File: src/rtl/trace_operand_streamer.sv
// trace_operand_streamer
// Holds one ROWS x 2 complex Y matrix and one ROWS x 2 complex G matrix and
// streams them row by row into the trace(Y^H * G) calculator. Y imaginary
// parts are optionally negated with saturation. After MAC_LAT wait cycles the
// calculator result is captured and flagged with a one-cycle valid pulse.
//
// Ports
//   clk, rst                  clock, asynchronous active-high reset
//   wr_en/wr_sel/wr_row/wr_col/wr_r/wr_i
//                             random-access buffer write (sel 0 = Y, 1 = G)
//   wr_drop                   pulse: a write arrived while busy and was discarded
//   start                     begin one frame (honoured only in IDLE)
//   busy                      frame in progress (stream, wait and capture)
//   cal_en, row_idx           row-valid strobe and row number for the calculator
//   y_r0_*, y_r1_*            Y[k][0], Y[k][1] (optionally conjugated)
//   g_c0_*, g_c1_*            G[k][0], G[k][1]
//   trace_in_r/_i             calculator result
//   trace_r/_i, trace_valid   captured result and its capture pulse
//
// state   | meaning
// IDLE    | waiting for start, buffer writes accepted
// STREAM  | presenting rows 0..ROWS-1, cal_en high
// WAIT    | letting the calculator MAC pipeline settle
// CAPTURE | trace registered, trace_valid high for this cycle
module trace_operand_streamer #(
  parameter int N       = 16,
  parameter int ROWS    = 4,
  parameter int MAC_LAT = 1,
  parameter int CONJ_Y  = 1,
  localparam int RW     = (ROWS > 1) ? $clog2(ROWS) : 1
) (
  input  logic          clk,
  input  logic          rst,
  input  logic          wr_en,
  input  logic          wr_sel,
  input  logic [RW-1:0] wr_row,
  input  logic          wr_col,
  input  logic [N-1:0]  wr_r,
  input  logic [N-1:0]  wr_i,
  output logic          wr_drop,
  input  logic          start,
  output logic          busy,
  output logic          cal_en,
  output logic [N-1:0]  y_r0_r,
  output logic [N-1:0]  y_r0_i,
  output logic [N-1:0]  y_r1_r,
  output logic [N-1:0]  y_r1_i,
  output logic [N-1:0]  g_c0_r,
  output logic [N-1:0]  g_c0_i,
  output logic [N-1:0]  g_c1_r,
  output logic [N-1:0]  g_c1_i,
  output logic [RW-1:0] row_idx,
  input  logic [N-1:0]  trace_in_r,
  input  logic [N-1:0]  trace_in_i,
  output logic [N-1:0]  trace_r,
  output logic [N-1:0]  trace_i,
  output logic          trace_valid
);

  typedef enum logic [1:0] {S_IDLE, S_STREAM, S_WAIT, S_CAPTURE} state_t;

  localparam logic [3:0]    LAT_M1   = 4'(MAC_LAT - 1);
  localparam logic [RW-1:0] LAST_ROW = RW'(ROWS - 1);

  state_t       state;
  logic [3:0]   wait_cnt;

  logic [N-1:0] y_re [ROWS][2];
  logic [N-1:0] y_im [ROWS][2];
  logic [N-1:0] g_re [ROWS][2];
  logic [N-1:0] g_im [ROWS][2];

  logic          wr_ok;
  logic [RW-1:0] ld_row;
  logic [N-1:0]  rd_yr [2];
  logic [N-1:0]  rd_yi [2];
  logic [N-1:0]  rd_yc [2];
  logic [N-1:0]  rd_gr [2];
  logic [N-1:0]  rd_gi [2];

  // Most negative input has no positive counterpart; clamp to max.
  function automatic logic [N-1:0] neg_sat(input logic [N-1:0] x);
    if (x == {1'b1, {(N-1){1'b0}}}) return {1'b0, {(N-1){1'b1}}};
    return -x;
  endfunction

  assign wr_ok = wr_en && (state == S_IDLE);

  // Row to load into the operand registers at the next edge. In IDLE this is
  // row 0 for a frame that may start now; a write accepted in that same cycle
  // is forwarded so the frame streams the freshly written value.
  always_comb begin
    ld_row = (state == S_IDLE) ? '0 : row_idx + RW'(1);
    for (int c = 0; c < 2; c++) begin
      rd_yr[c] = y_re[ld_row][c];
      rd_yi[c] = y_im[ld_row][c];
      rd_gr[c] = g_re[ld_row][c];
      rd_gi[c] = g_im[ld_row][c];
    end
    if (wr_ok && (wr_row == ld_row)) begin
      if (wr_sel) begin
        rd_gr[wr_col] = wr_r;
        rd_gi[wr_col] = wr_i;
      end else begin
        rd_yr[wr_col] = wr_r;
        rd_yi[wr_col] = wr_i;
      end
    end
    for (int c = 0; c < 2; c++) begin
      rd_yc[c] = (CONJ_Y != 0) ? neg_sat(rd_yi[c]) : rd_yi[c];
    end
  end

  always_ff @(posedge clk or posedge rst) begin
    if (rst) begin
      for (int r = 0; r < ROWS; r++) begin
        for (int c = 0; c < 2; c++) begin
          y_re[r][c] <= '0;
          y_im[r][c] <= '0;
          g_re[r][c] <= '0;
          g_im[r][c] <= '0;
        end
      end
    end else if (wr_ok) begin
      if (wr_sel) begin
        g_re[wr_row][wr_col] <= wr_r;
        g_im[wr_row][wr_col] <= wr_i;
      end else begin
        y_re[wr_row][wr_col] <= wr_r;
        y_im[wr_row][wr_col] <= wr_i;
      end
    end
  end

  always_ff @(posedge clk or posedge rst) begin
    if (rst) begin
      state       <= S_IDLE;
      wait_cnt    <= '0;
      busy        <= 1'b0;
      cal_en      <= 1'b0;
      row_idx     <= '0;
      wr_drop     <= 1'b0;
      trace_valid <= 1'b0;
      trace_r     <= '0;
      trace_i     <= '0;
      y_r0_r      <= '0;
      y_r0_i      <= '0;
      y_r1_r      <= '0;
      y_r1_i      <= '0;
      g_c0_r      <= '0;
      g_c0_i      <= '0;
      g_c1_r      <= '0;
      g_c1_i      <= '0;
    end else begin
      wr_drop     <= wr_en && (state != S_IDLE);
      trace_valid <= 1'b0;
      case (state)
        S_IDLE: begin
          if (start) begin
            state   <= S_STREAM;
            busy    <= 1'b1;
            cal_en  <= 1'b1;
            row_idx <= '0;
            y_r0_r  <= rd_yr[0];
            y_r0_i  <= rd_yc[0];
            y_r1_r  <= rd_yr[1];
            y_r1_i  <= rd_yc[1];
            g_c0_r  <= rd_gr[0];
            g_c0_i  <= rd_gi[0];
            g_c1_r  <= rd_gr[1];
            g_c1_i  <= rd_gi[1];
          end
        end
        S_STREAM: begin
          if (row_idx == LAST_ROW) begin
            cal_en   <= 1'b0;
            row_idx  <= '0;
            wait_cnt <= '0;
            y_r0_r   <= '0;
            y_r0_i   <= '0;
            y_r1_r   <= '0;
            y_r1_i   <= '0;
            g_c0_r   <= '0;
            g_c0_i   <= '0;
            g_c1_r   <= '0;
            g_c1_i   <= '0;
            if (MAC_LAT == 0) begin
              // Zero latency: the result is ready at the end of the last row.
              trace_r     <= trace_in_r;
              trace_i     <= trace_in_i;
              trace_valid <= 1'b1;
              state       <= S_CAPTURE;
            end else begin
              state <= S_WAIT;
            end
          end else begin
            row_idx <= row_idx + RW'(1);
            y_r0_r  <= rd_yr[0];
            y_r0_i  <= rd_yc[0];
            y_r1_r  <= rd_yr[1];
            y_r1_i  <= rd_yc[1];
            g_c0_r  <= rd_gr[0];
            g_c0_i  <= rd_gi[0];
            g_c1_r  <= rd_gr[1];
            g_c1_i  <= rd_gi[1];
          end
        end
        S_WAIT: begin
          if (wait_cnt == LAT_M1) begin
            trace_r     <= trace_in_r;
            trace_i     <= trace_in_i;
            trace_valid <= 1'b1;
            state       <= S_CAPTURE;
          end else begin
            wait_cnt <= wait_cnt + 4'd1;
          end
        end
        S_CAPTURE: begin
          busy  <= 1'b0;
          state <= S_IDLE;
        end
        default: state <= S_IDLE;
      endcase
    end
  end

endmodule

File: config.mk
export PLATFORM = sky130hd
export DESIGN_NAME = trace_operand_streamer
export DESIGN_NICKNAME = d
export VERILOG_FILES = /design/src/rtl/trace_operand_streamer.sv
export SDC_FILE = /design/constraint.sdc
export NUM_CORES = 1
export LEC_CHECK = 0
export CAP_MARGIN = 20
export CORE_MARGIN = 2
export CORE_UTILIZATION = 61
export CTS_BUF_LIST = sky130_fd_sc_hd__clkbuf_4 sky130_fd_sc_hd__clkbuf_8
export CTS_CLUSTER_SIZE = 25
export DETAILED_ROUTE_END_ITERATION = 10
export HOLD_SLACK_MARGIN = 0.15
export PLACE_DENSITY_LB_ADDON = 0.08
export SKIP_CTS_REPAIR_TIMING = 1
export SLEW_MARGIN = 20
export SYNTH_ARGS = -nofsm -noshare
export SYNTH_HDL_FRONTEND = slang
export SYNTH_SLANG_ARGS = --single-unit
File: constraint.sdc
create_clock -name clk -period 31.1 [get_ports clk]
set_clock_uncertainty 0.1 [all_clocks]
set_input_delay 7.775 -clock clk [delete_from_list [all_inputs] [get_ports clk]]
set_output_delay 7.775 -clock clk [all_outputs]
set_load 0.05 [all_outputs]
# Word-level counts from Yosys, hierarchy flattened
# Index checks and enable logic that the tools add are counted.
# W data, S select, Z words.
dict set report word_totals {
  out_inout_bits 166
  inputBits 72
  reg_bits 684
  word_cells 171
}
dict set report classes {
  addsub 4
  n_lt_le_gt_ge 5
  bitwise 4
  muxes 79
  reduce_logical 19
  n_eq_ne 11
}
# cell n
set op_table {}
lappend op_table {{$mux W32} 17}
lappend op_table {{$bwmux W128} 4}
lappend op_table {{$mux W16} 21}
lappend op_table {{$bmux W32 S2} 4}
lappend op_table {{$pmux W16 S2} 8}
lappend op_table {{$bwmux W32} 4}
lappend op_table {{$demux W32 S2} 1}
lappend op_table {{$eq A16 B16 Y1 const B} 2}
lappend op_table {{$neg A16 Y16} 2}
lappend op_table {{$demux W16 S1} 1}
lappend op_table {{$mux W2} 6}
lappend op_table {{$reduce_and A2 Y1} 5}
lappend op_table {{$reduce_and A3 Y1} 3}
lappend op_table {{$mux W4} 2}
lappend op_table {{$ne A2 B2 Y1 const B} 4}
lappend op_table {{$pmux W2 S4} 1}
lappend op_table {{$pmux W4 S2} 1}
lappend op_table {{$reduce_bool A2 Y1} 4}
lappend op_table {{$eq A2 B2 Y1 const B} 3}
lappend op_table {{$ge A3 B3 Y1 const B} 2}
lappend op_table {{$mux W1} 6}
lappend op_table {{$not A2 Y3} 2}
lappend op_table {{$logic_and A1 B1 Y1} 5}
lappend op_table {{$add A4 B1 Y4 const B} 1}
lappend op_table {{other kinds (12)} 13}

# Logic depth before layout (Yosys ltp)
# Gate-level depths: netlist of run 1.
dict set report logic_depth {
  word_depth 14
  depth_mapped 14
}

# Worst setup path after synthesis of run 1
# No wires, ideal clock.
dict set report synth_path {
  kind {input-to-reg}
  from {input wr_col}
  to {register y_r1_i[14]}
  setup_slack_ns 20.949
  path_buffers 4
  t_arrival_ns 9.930
  setup_time_ns 0.121
  cell_stages 12
  path_cell_list {buf_6 nor2b_1 buf_6 and2_4 buf_6 buf_2 a221oi_1 ha_1 nand4_2 nor3_2 mux2i_1 a22o_1}
}
dict set report synth_via {
  elab_chain_len 13
  elab_cells_between_ends 16
}
# element line_no
set synth_rtl {}
lappend synth_rtl {{start, declared} 37} ;# input logic wr_col,
lappend synth_rtl {{$not A1 Y2 (not written as such) (*)} 106} ;# rd_yi[wr_col] = wr_i;
lappend synth_rtl {{$ge A2 B2 Y1 (not written as such) / $lt A2 B1 Y1 (equally long branches)} 106}
lappend synth_rtl {{$logic_and A1 B1 Y1 (not written as such)} 106}
lappend synth_rtl {{$mux W16 (not written as such)} 106}
lappend synth_rtl {{$demux W16 S1 (*)} 106}
lappend synth_rtl {{$bwmux W32 (*)} 106}
lappend synth_rtl {{$mux W32 (*)} 101} ;# if (wr_sel) begin
lappend synth_rtl {{$mux W32 (*)} 100} ;# if (wr_ok && (wr_row == ld_row)) begin
lappend synth_rtl {{parallel branches: the longest is 2 deep, another holds $neg A16 Y16} -}
lappend synth_rtl {{$mux W16 (*)} 84} ;# return -x;
lappend synth_rtl {{$mux W16, on equally long branches} {175, 159}}
lappend synth_rtl {{$pmux W16 S2 (*)} 157} ;# case (state)
lappend synth_rtl {{end signal, assigned} 167} ;# y_r1_i <= rd_yc[1];
lappend synth_rtl {{end signal, assigned} 201} ;# y_r1_i <= rd_yc[1];
lappend synth_rtl {{end, declared} 47} ;# output logic [N-1:0] y_r1_i,
# Mark *: on every way between the ends. The select of a mux whose other input is x is not followed.
# A chain may end at the register's enable or synchronous reset.

==> results.md, run 1 <==
* Status: finished clean
* TNS Setup at 0 ns
* Power share of the clock group at 19.1%
* Drt pass-1 iters at 5
* P_sw at 1.761 mW
* Met1 global-route usage at 41.36%
* Ports at 238
* Asr flop ratio synth at 100.0%
* Die Span Y at 229.8 µm
* CTS clock-pin slew for the worst setup and hold paths at 0.06 ns
* Mapped Avg Cell Area at 11.06 µm²
* Total CTS buffers at 109
* Post-synthesis sequential area ratio at 55.05%
* Cell Count, Final, Fillers Out at 3740
* Post-synthesis cell count at 2812
* Remaining global-route overflow at 0
* Die W at 229.8 µm
* Worst skew pair latency at 0.71 ns
* Top cells by area, synth: dfrtp_1, mux2_2, nand2_1
* Crit end category: async pin
* Commonest non-fill, non-tap cell in the layout: dfrtp_1
* Startpoint types: input port
* DP Cell Count at 3540
* Switching share of total power at 41.04%
* Vias per inst at 6.053
* Post-Syn Area at 0.03109 mm²
* Slew HR at 25.36%
* Fin crit share at 37.60%
* Wire per inst at 21.65 µm
* Fmax at 85.51 MHz
* Grt met2 use at 51.99%
* Distinct cells, synth at 67
* Unrepaired setup endpoints after global routing: no
* Syn Nets at 2893
* Grt met3 use at 4.948%
* Flop pwr share at 34.5%
* CTS H-tree lvls at 3
* Antenna cell count at 0
* Drt total wl at 80970 µm
* LEAKAGE at 16.91 nW
* Reg2reg start: row_idx[0]
* Crit path time final at 11.69 ns
* Combinational group share of total power at 46.4%
* Die Area at 0.05279 mm²
* Min-delay src: y_r0_i[7]
* P per Cell Area at 118.1 mW/mm²
* Global-route wire length before repair at 129300 µm
* Hold Fails Final Rpt at 0
* Buffers added on ports at 237
* Hold crit path type: reg2reg
* Leading area contributor after synthesis: dfrtp_1
* Slack of the worst reg-to-reg path at 26.37 ns
* Post-synth EDFFs at 0
* #FFs+latches synth at 684
* Drc violations at 0
* Worst R2R End: y_r1_i[9]
* CP required at 31.71 ns
* Gp weighted congestion at 0.8662
* Largest net degree at the start of global routing at 193
* Total vias in the final route at 22640
* Internal power at 2.529 mW
* Most used routing layer: met2
* 1st-iter DRT viols at 1677
* Vias in the first global route at 23580
* Ys Warns at 0
* Core ar. at 0.05027 mm²
* Initial core utilization at 61.85%
* Max-cap check violation count at 0
* Max-slew violation count at 0
* Row count at 82
* Fraction of layout cells with a size suffix above 1 at 26.37%
* Root Driver: clkbuf_8
* Hold EP: y_r0_i[7]
* Fillers at 3617
* Antenna violations before repair at 1
* CTS tree: built
* Top-area cell type share of the netlist area at 55.05%
* Post-route ant nets at 0
* Setup violations, final at 0
* Global Route Usage Sum at 30.97%
* Clk sinks at 684
* Max FO, Critical Path at 166
* Area grow syn2layout at 16.85%
* Crit path kind: in2async
* CP arrival at 12.30 ns
* Largest buffer count on any clock path at 3
* Most frequent cells in the layout: dfrtp_1, nand2_1, mux2_2
* FF-to-FF path depth at 10
* Top FF cell, synth: dfrtp_1
* Nets at 3062
* HPWL after DPL at 48290 µm
* Hold-critical path depth at 2
* Worst Tran Pin Value at 1.120 ns
* Peak supply drop at 0.06952 mV
[Yosys cell counts, drive strengths merged (4+ instances only)]
| cell type | n |
|---|---|
| mux2 | 527 |
| a32o | 10 |
| a21oi | 208 |
| ha | 9 |
| clkbuf | 178 |
| o31ai | 6 |
| buf | 48 |
| and2 | 7 |
| o21ai | 140 |
| nor2b | 15 |
| a2bb2oi | 8 |
| nand4 | 8 |
| nand3 | 15 |
| mux2i | 17 |
| nand2 | 644 |
| a21o | 4 |
| o21a | 6 |
| nand2b | 12 |
| nor3 | 10 |
| o211ai | 13 |
| a221o | 8 |
| xor2 | 11 |
| a22o | 99 |
| dfrtp | 684 |
| inv | 10 |
| xnor2 | 10 |
| nor4 | 4 |
| o31a | 4 |
| a211oi | 18 |
| nor2 | 35 |
[layer usage]
layer | up-vias | wire length [µm]
met5 | - | 12
met2 | 760 | 39440
li1 | 10130 | -
met3 | 134 | 4535
met1 | 11610 | 35040
met4 | 2 | 1940
[area by class of cell]
class	instances	area [µm²]	share of cell area [%]
clock buffer	173	2131	5.865
tap	672	840.8	2.314
inverter	11	48.80	0.1343
timing repair buffer	284	2815	7.748
sequential	684	17120	47.12
multi-input combinational	1891	13140	36.17
clock inverter	25	234.0	0.6440
[power groups by stage]
stage | sequential [mW] | combinational [mW] | clock [mW]
floorplan | 1.70 | 1.20 | 0
global placement | 1.46 | 1.93 | 0
detailed placement | 1.49 | 1.97 | 0
CTS | 1.48 | 1.98 | 0.834
global route | 1.52 | 2.15 | 0.877
finish | 1.48 | 1.99 | 0.818
[logic make-up (layout without fill, tap and decap cells)]
logic type      count (synthesis)  after routing  share of synthesized area, %
compound gates                549            549                         11.16
xor+xnor                       21             21                        0.5915
fa+ha+maj                       9              9                        0.3622
buf+inv                       237            493                         3.087
flops                         684            684                         55.05
mux                           544            544                         19.63
simple gates                  768            768                         10.12
[critical path: stages]
cell and delay (ns):
clkdlybuf4s50_1 0.50, inv_8 0.51, buf_4 0.87, buf_12 0.68, buf_4 0.90, buf_4 0.80
[through the flow]
step | instance area (µm²) | util (%) | setup WS [ns] | power [mW] | hold slack (ns)
floorplan | 31090 | - | 4.048 | 2.904 | 0.3396
global placement | 33870 | 67.38 | 18.61 | 3.392 | 0.3519
detailed placement | 33920 | 67.47 | 18.48 | 3.465 | 0.3570
CTS | 36280 | 72.18 | 19.22 | 4.295 | 0.3740
global route | 36330 | 72.27 | 18.66 | 4.551 | 0.3918
finish | 36330 | 72.27 | 19.41 | 4.290 | 0.3746
[state kept, by name (all words and copies together) (netlist names), 2 cells and up]
name,count
wait_cnt,4
trace_r,16
g_re,128
y_r0_i,16
y_r0_r,16
row_idx,2
y_r1_i,16
g_c0_i,16
y_r1_r,16
g_c1_i,16
y_im,128
g_c0_r,16
state,2
trace_i,16
g_im,128
g_c1_r,16
y_re,128
[worst max path at each step]
stage,to,slack [ns],cells past startpoint,startpoint
after detailed placement,g_im[117],18.48,6,rst
after global placement,g_im[117],18.61,6,rst
after global routing,g_im[9],18.66,6,rst
after floorplan,busy,4.05,1,rst
final,g_im[71],19.41,6,rst
after CTS,g_im[9],19.22,6,rst
Power figures use the tool's default switching activity.
==> run 2, diff against run 1 <==
--- a/config.mk
+++ b/config.mk
@@ -7,7 +7,7 @@
 export LEC_CHECK = 0
 export CAP_MARGIN = 20
 export CORE_MARGIN = 2
-export CORE_UTILIZATION = 61
+export CORE_UTILIZATION = 55
 export CTS_BUF_LIST = sky130_fd_sc_hd__clkbuf_4 sky130_fd_sc_hd__clkbuf_8
 export CTS_CLUSTER_SIZE = 25
 export DETAILED_ROUTE_END_ITERATION = 10
==> constraint.sdc (replaced) <==
create_clock -name clk -period 10.7 [get_ports clk]
set_clock_uncertainty 0.1 [all_clocks]
set_input_delay 2.675 -clock clk [delete_from_list [all_inputs] [get_ports clk]]
set_output_delay 2.675 -clock clk [all_outputs]
set_load 0.05 [all_outputs]
==> results.md, run 2 (synthesis gave the netlist of run 1 again) <==
* Fin crit share at 55.35%
* FF-to-FF path depth at 11
* Most frequent cells in the layout: dfrtp_1, nand2_1, mux2_2
* Gp weighted congestion at 0.8953
* Critical path's top delay family: simple AND/OR/NAND/NOR gates
* Antenna cell count at 0
* CTS clock-pin slew for the worst setup and hold paths at 0.06 ns
* Slack of the worst reg-to-reg path at 6.01 ns
* Row count at 87
* DP Area at 0.03409 mm²
* Nets at 3070
* Worst Setup SP: wr_col
* DP Worst Slack at 4.108 ns
* HPWL after DPL at 48660 µm
* Power Total at 12.57 mW
* Antenna violations before repair at 0
* CTS H-tree lvls at 3
* Status: finished clean
* Peak supply drop at 0.4567 mV
* Total vias in the final route at 22680
* Buffers added on ports at 237
* Largest buffer count on any clock path at 3
* Worst skew pair latency at 0.73 ns
* Fraction of layout cells with a size suffix above 1 at 26.52%
* Crit path time final at 5.922 ns
* Unrepaired setup endpoints after global routing: no
* CTS tree: built
* Max-slew violation count at 0
* Die W at 241.8 µm
* Crit end category: flip-flop
* Post-route ant nets at 0
* Die Span Y at 241.8 µm
* Footprint of the multi-input gates at 0.01315 mm²
* Commonest non-fill, non-tap cell in the layout: dfrtp_1
* Vias per inst at 5.924
* Max FO, Critical Path at 12
* Startpoint types: input port
* Drc violations at 0
* Hold crit path type: reg2reg
* Slew HR at 25.66%
* P per Cell Area at 343.5 mW/mm²
* Remaining global-route overflow at 0
* Cell area after layout at 0.03658 mm²
* End of the critical path: y_r1_i[7]
* Largest net degree at the start of global routing at 192
* Initial core utilization at 55.36%
* Total CTS buffers at 113
* Hold Fails Final Rpt at 0
* Register area at 0.01712 mm²
* Clk sinks at 684
* Root Driver: clkbuf_8
* Fillers at 4350
* Worst path depth at 9
* Crit path largest cell delay at 0.65 ns
* Slowest-stage cell, CP: nor2b_1
* Worst R2R End: y_r0_i[1]
* Crit path kind: in2reg
* Hold-critical path depth at 2
* Max-cap check violation count at 0
* Setup violations, final at 0
* 1st-iter DRT viols at 1522
* Die Area at 0.05845 mm²
* Reg2reg start: row_idx[0]
* Worst Tran Pin Value at 1.115 ns
* Drt pass-1 iters at 5
* CP arrival at 6.44 ns
* Core ar. at 0.05617 mm²
* LEAKAGE at 17.00 nW
* Fin worst setup slack at 4.778 ns
* Global Route Usage Sum at 28.57%
* Global-route wire length before repair at 132400 µm
* Wire per inst at 21.72 µm
* Crit-path cells: clkdlybuf4s50_1 > nor2b_1 > a22oi_2 > a221o_1 > nor4_4 > nand4_2 > nor3_2 > nand2_1 > o211ai_1
* CP required at 11.22 ns
* Area grow syn2layout at 17.65%
* Vias in the first global route at 23550
* Fmax at 168.9 MHz
* Ports at 238
* WP buf/inv at 1
* Drt total wl at 83170 µm
-- run 2: worst reg2reg max path, stage by stage (launching register included) --
cell       delay [ns]
dfrtp_4          0.44
buf_4            0.64
buf_4            0.75
and2_1           0.99
a2bb2oi_1        0.26
o211a_1          0.31
o221ai_1         0.31
nand2b_1         0.22
nor4_1           0.06
buf_4            0.20
o21ai_0          0.20
nand2_1          0.09
-- run 2: worst min path at each step --
stage	start	to
final	g_re[118]	g_re[118]
after global routing	g_re[118]	g_re[118]
after CTS	y_im[119]	y_im[119]
after detailed placement	y_im[125]	y_im[125]
after global placement	y_im[125]	y_im[125]
after floorplan	y_im[126]	y_im[126]
-- run 2: routing by layer --
metal  GRT usage (%)  wire (µm)  up-vias  part of all wire (%)
li1                -          -    10150                     -
met1           38.92      36890    11770                    44
met2           47.62      40290      628                    48
met3           4.118       3910      144                   4.7
met4           8.932       2083        0                   2.5
met5               0          0        -                     0
-- run 2: through the flow --
stage          utilization [%]  hold WS (ns)  TNS (ns)  std cells
2_1_floorplan                -        0.3396   -980.29       2812
3_3_place_gp             60.60        0.3524         0       3627
3_5_place_dp             60.69        0.3566         0       3629
4_1_cts                  65.08        0.3723         0       3828
5_1_grt                  65.13        0.3885         0       3829
6_report                 65.13        0.3734         0       3829
-- run 2: layout make-up --
class	count	share of cell area (%)
flip-flops and latches	684	46.80
multi-input cells	1891	35.94
repair buffers	288	7.812
clock buffers	189	6.461
well taps	756	2.586
clock inverters	10	0.2805
inverters	11	0.1231
-- run 2: report_power, final --
group	total (mW)	switching (mW)	internal, mW	leakage (nW)
logic	5.83	3.52	2.31	6.73
clock network	2.45	1.04	1.41	1.32
registers	4.29	0.585	3.70	8.95
==> patch 1, RTL diff (flow settings as in run 1) <==
`MAC_LAT`: 1 -> 0.
--- a/src/rtl/trace_operand_streamer.sv
+++ b/src/rtl/trace_operand_streamer.sv
@@ -25,7 +25,7 @@
 module trace_operand_streamer #(
   parameter int N       = 16,
   parameter int ROWS    = 4,
-  parameter int MAC_LAT = 1,
+  parameter int MAC_LAT = 0,
   parameter int CONJ_Y  = 1,
   localparam int RW     = (ROWS > 1) ? $clog2(ROWS) : 1
 ) (
Check against the original RTL: not settled (the Yosys comparison gave no result); the edit may change what the design does.
==> patch 1 against run 1 <==
Area after synthesis grew 0.98%; routed wire length fell by 1.1%; worst setup slack gained 700 ps; cell area up 0.64%; power is 1.9% lower; via count down 3.1%; highest routed layer is now met4; sequential cell count unchanged.
==> patch 1: results (changes against run 1) <==
- Status: completed
- Cell count after placement: 3,448 (-2.6%)
- Share of cells above drive strength 1: 27.0% (+0.65 points)
- DP Worst Slack: 19,430 ps (+954 ps)
- Starting DRT DRC Count: 1,572 (-6.3%)
- Port bufs: 237 (unchanged)
- Hold depth: 2 (unchanged)
- Post-synth top cells: dfrtp_1, mux2_2, nand2_1
- Layout net count: 2,962 (-3.3%)
- FILL cells: 3,648 (+0.86%)
- M3 GR Usage: 5.25% (+0.30 points)
- Critical path's slowest cell: clkdlybuf4s50_1
- DPL Wire Length: 48.0 mm (-0.57%)
- Worst slew margin: 26.5% (+1.1 points)
- DR WL/cell: 22.0 µm (+1.5%)
- Crit path DAT: 11,490 ps (-810 ps)
- Syn Nets: 2,788 (-3.6%)
- Cell Area, Placed: 34,200 µm² (+0.72%)
- GRT Resource Usage Total: 30.7% (-0.29 points)
- Num CTS Buffers: 110 (+0.92%)
- Synth cell types: 68 (+1.5%)
- Sequential cell area fraction in the yosys report: 54.5% (-0.53 points)
- DRT Wirelength: 80.1 mm (-1.1%)
- Min-delay worst type: reg -> reg
- CP peak stage delay: 560 ps (-340 ps)
- Met2 Track Usage GR: 50.8% (-1.2 points)
- Initial antenna violation count: 2 (+1)
- Pleak: 17.5 nW (+3.6%)
- Largest delay contributor family on the critical path: simple AND/OR/NAND/NOR gates
- R2r worst-path depth: 13 (+3)
- GR Util met1: 41.7% (+0.31 points)
- Worst vdd ir: 0.115 mV (+65%)
- Synth top area cells: dfrtp_1, mux2_2, nand2_1
- Largest net degree at the start of global routing: 180 (-6.7%)
- Power Internal: 2.44 mW (-3.4%)
- Async S/R FF share, synth: 100% (unchanged)
- Via count: 21,938 (-3.1%)
- Vias in the first global route: 22,599 (-4.2%)
- RePlAce Congestion: 0.883 (+1.9%)
- First-pass GRT wire length: 127 mm (-1.7%)
- CP max FO: 40 (-76%)
- Syn Inst Count: 2,707 (-3.7%)
-- patch 1: power by group through the flow --
stage          clock (mW)  combinational [mW]  sequential [mW]
5_1_grt             0.868                2.15             1.42
2_1_floorplan           0                1.10             1.71
3_3_place_gp            0                1.97             1.38
3_5_place_dp            0                2.00             1.39
6_report            0.813                2.01             1.38
4_1_cts             0.826                2.00             1.38
-- patch 1: layer usage --
| layer | share of wire, % | up-vias |
|---|---|---|
| met4 | 2.7 | 0 |
| li1 | - | 9907 |
| met2 | 48 | 688 |
| met1 | 44 | 11184 |
| met3 | 5.7 | 159 |
| met5 | 0 | - |
-- patch 1: logic make-up after synthesis --
group	count (synthesis)	synth area share, %
AO/OA/AOI/OAI	482	10.3
XOR/XNOR	22	0.614
adder cells (fa/ha/maj)	9	0.359
buffers and inverters	256	3.47
flip-flops	684	54.5
multiplexers	637	22.3
AND/OR/NAND/NOR	617	8.40
-- patch 1: final cells by class --
type | count | area [µm²] | share of cell area (%)
antenna | 1 | 2.50 | 0.00684
clock buffer | 191 | 2330 | 6.37
clock inverter | 5 | 38.8 | 0.106
inverter | 30 | 120 | 0.328
multi-input combinational | 1767 | 13300 | 36.4
sequential | 684 | 17100 | 46.8
tap | 680 | 851 | 2.33
timing repair buffer | 288 | 2800 | 7.66
-- patch 1: worst paths after layout --
check                          start         end  slack (ps)
setup / recovery               wr_en  y_r1_i[15]       20100
hold / removal             y_r0_i[1]   y_r0_i[1]         360
setup reg to reg            state[0]  y_r1_i[15]       25930
hold reg to reg            y_r0_i[1]   y_r0_i[1]         360
max in group asynchronous        rst     g_im[5]       21250
min in group asynchronous        rst   y_r1_i[1]        7490
==> patch 2, RTL diff (config.mk and constraints of run 1) <==
Without the edit above. Register the output `trace_i` once more, cleared by the reset; this adds one clock of latency there. The other outputs are not delayed to match.
--- a/src/rtl/trace_operand_streamer.sv
+++ b/src/rtl/trace_operand_streamer.sv
@@ -62,6 +62,8 @@
   localparam logic [3:0]    LAT_M1   = 4'(MAC_LAT - 1);
   localparam logic [RW-1:0] LAST_ROW = RW'(ROWS - 1);
 
+  logic [N-1:0] trace_i_s0;
+
   state_t       state;
   logic [3:0]   wait_cnt;
 
@@ -142,7 +144,7 @@
       wr_drop     <= 1'b0;
       trace_valid <= 1'b0;
       trace_r     <= '0;
-      trace_i     <= '0;
+      trace_i_s0  <= '0;
       y_r0_r      <= '0;
       y_r0_i      <= '0;
       y_r1_r      <= '0;
@@ -187,7 +189,7 @@
             if (MAC_LAT == 0) begin
               // Zero latency: the result is ready at the end of the last row.
               trace_r     <= trace_in_r;
-              trace_i     <= trace_in_i;
+              trace_i_s0  <= trace_in_i;
               trace_valid <= 1'b1;
               state       <= S_CAPTURE;
             end else begin
@@ -208,7 +210,7 @@
         S_WAIT: begin
           if (wait_cnt == LAT_M1) begin
             trace_r     <= trace_in_r;
-            trace_i     <= trace_in_i;
+            trace_i_s0  <= trace_in_i;
             trace_valid <= 1'b1;
             state       <= S_CAPTURE;
           end else begin
@@ -224,5 +226,13 @@
     end
   end
 
+  always_ff @(posedge clk or posedge rst) begin
+    if (rst) begin
+      trace_i <= '0;
+    end else begin
+      trace_i <= trace_i_s0;
+    end
+  end
+
 endmodule
 
Function: not settled (the Yosys comparison gave no result); the edit may change what the design does.
==> patch 2 against run 1 <==
Sequential share of layout area rose by 0.75 points; sequential cell count rose by 16; critical endpoint is now trace_i_s0[7]; area after synthesis rose by 1.2%; synthesized cell count rose by 0.71%; power rose by 0.53%; maximum frequency rose by 2.4%; worst setup slack improved by 280 ps; via count rose by 1.4%; cell area rose by 0.74%; critical path type unchanged; routed wire length rose by 2.9%.
==> patch 2: results (changes against run 1) <==
- Status: completed
- Syn Inst Count: 2,832 (+0.71%)
- Starting DRT DRC Count: 1,968 (+17%)
- Vias in the first global route: 23,566 (-0.055%)
- First-pass GRT wire length: 132 mm (+2.1%)
- Main flop type after synthesis: dfrtp_1
- Post-synth top cells: dfrtp_1, nand2_1, mux2_2
- Clock Path Buffers: 3 (unchanged)
- Sequential cell area fraction in the yosys report: 55.7% (+0.64 points)
- H-tree depth: 3 (unchanged)
- Pleak: 17.2 nW (+1.5%)
- Via count: 22,966 (+1.4%)
- Share of cells above drive strength 1: 24.0% (-2.4 points)
- Min-delay worst type: reg -> reg
- Crit path DAT: 12,040 ps (-260 ps)
- RePlAce Congestion: 0.898 (+3.7%)
- DR vias/cell: 6.09 (+0.64%)
- Layout net count: 3,088 (+0.85%)
- Num CTS Buffers: 111 (+1.8%)
- Syn Nets: 2,913 (+0.69%)
- Clk root buf: clkbuf_8
- DRT Wirelength: 83.3 mm (+2.9%)
- Initial antenna violation count: 2 (+1)
- Port bufs: 237 (unchanged)
- Synth cell types: 64 (-4.5%)
- Synth top area cells: dfrtp_1, mux2_2, nand2_1
- CTS clock-pin slew for the worst setup and hold paths: 50 ps
- Largest net degree at the start of global routing: 135 (-30%)
- CP max FO: 134 (-19%)
- CP peak stage delay: 770 ps (-130 ps)
- Ys Warns: 0 (unchanged)
- Critical path's slowest cell: buf_4
- Worst-Skew Late Latency: 720 ps
- Worst vdd ir: 0.101 mV (+45%)
- Cell count after placement: 3,573 (+0.93%)
- Worst-margin pin slew: 1080 ps (-40.4 ps)
- Initial Utilization: 61.6% (-0.29 points)
- Async S/R FF share, synth: 100% (unchanged)
- GRT Resource Usage Total: 31.7% (+0.78 points)
- DR pass1 iterations: 7 (+2)
- DPL Wire Length: 49.7 mm (+3.0%)
## patch 2: power breakdown
part	switching, mW	leakage [nW]	internal, mW
Sequential	0.210	9.12	1.31
Combinational	1.21	6.80	0.771
Clock	0.361	1.24	0.450
Total	1.78	17.2	2.53
## patch 2: routing by layer
metal | share of wire, % | routed length, µm | global-route usage, %
met1 | 43 | 35500 | 42.7
met2 | 48 | 40100 | 52.4
met3 | 6.9 | 5720 | 6.21
met4 | 2.4 | 1980 | 10.0
met5 | 0.016 | 13 | 0
## patch 2: metrics by stage
stage               worst slack [ps]  power, mW  cell area (µm²)
floorplan                       3590       2.93            31500
global route                   19000       4.57            36600
global placement               18400       3.41            34200
detailed placement             18250       3.49            34200
finish                         19680       4.31            36600
CTS                            19020       4.31            36600
## patch 2: area by class of cell
| cell class | instances | area [µm²] |
|---|---|---|
| Sequential cell | 700 | 17500 |
| Fill cell | 3704 | 14500 |
| Multi-Input combinational cell | 1869 | 13000 |
| Timing Repair Buffer | 290 | 2800 |
| Clock buffer | 170 | 2160 |
| Tap cell | 680 | 851 |
| Clock inverter | 23 | 164 |
| Inverter | 35 | 139 |
| Antenna cell | 3 | 7.51 |
## patch 2: path summary, 6_finish.rpt
kind | start | to | slack [ps] | depth (start not counted)
max | rst | trace_i_s0[7] | 19680 | 6
min | trace_i_s0[2] | trace_i[2] | 270 | 0
max reg2reg | row_idx[0] | y_r1_r[11] | 25970 | 8
min reg2reg | trace_i_s0[2] | trace_i[2] | 270 | 0
max in group clk | wr_row[1] | y_r1_i[3] | 20010 | 14
min in group asynchronous | rst | trace_i[12] | 7560 | 2
## patch 2: cells by family after synthesis
logic type / Yosys count / share of synthesized area [%]
compound gates: 536 / 10.8
mux: 538 / 19.1
flops: 700 / 55.7
simple gates: 768 / 10.1
xor+xnor: 18 / 0.501
buf+inv: 263 / 3.40
fa+ha+maj: 9 / 0.358
## patch 2: worst max-delay path: cells and delay by family
family,cells,cell delay (ps)
buffers and inverters,6,4000
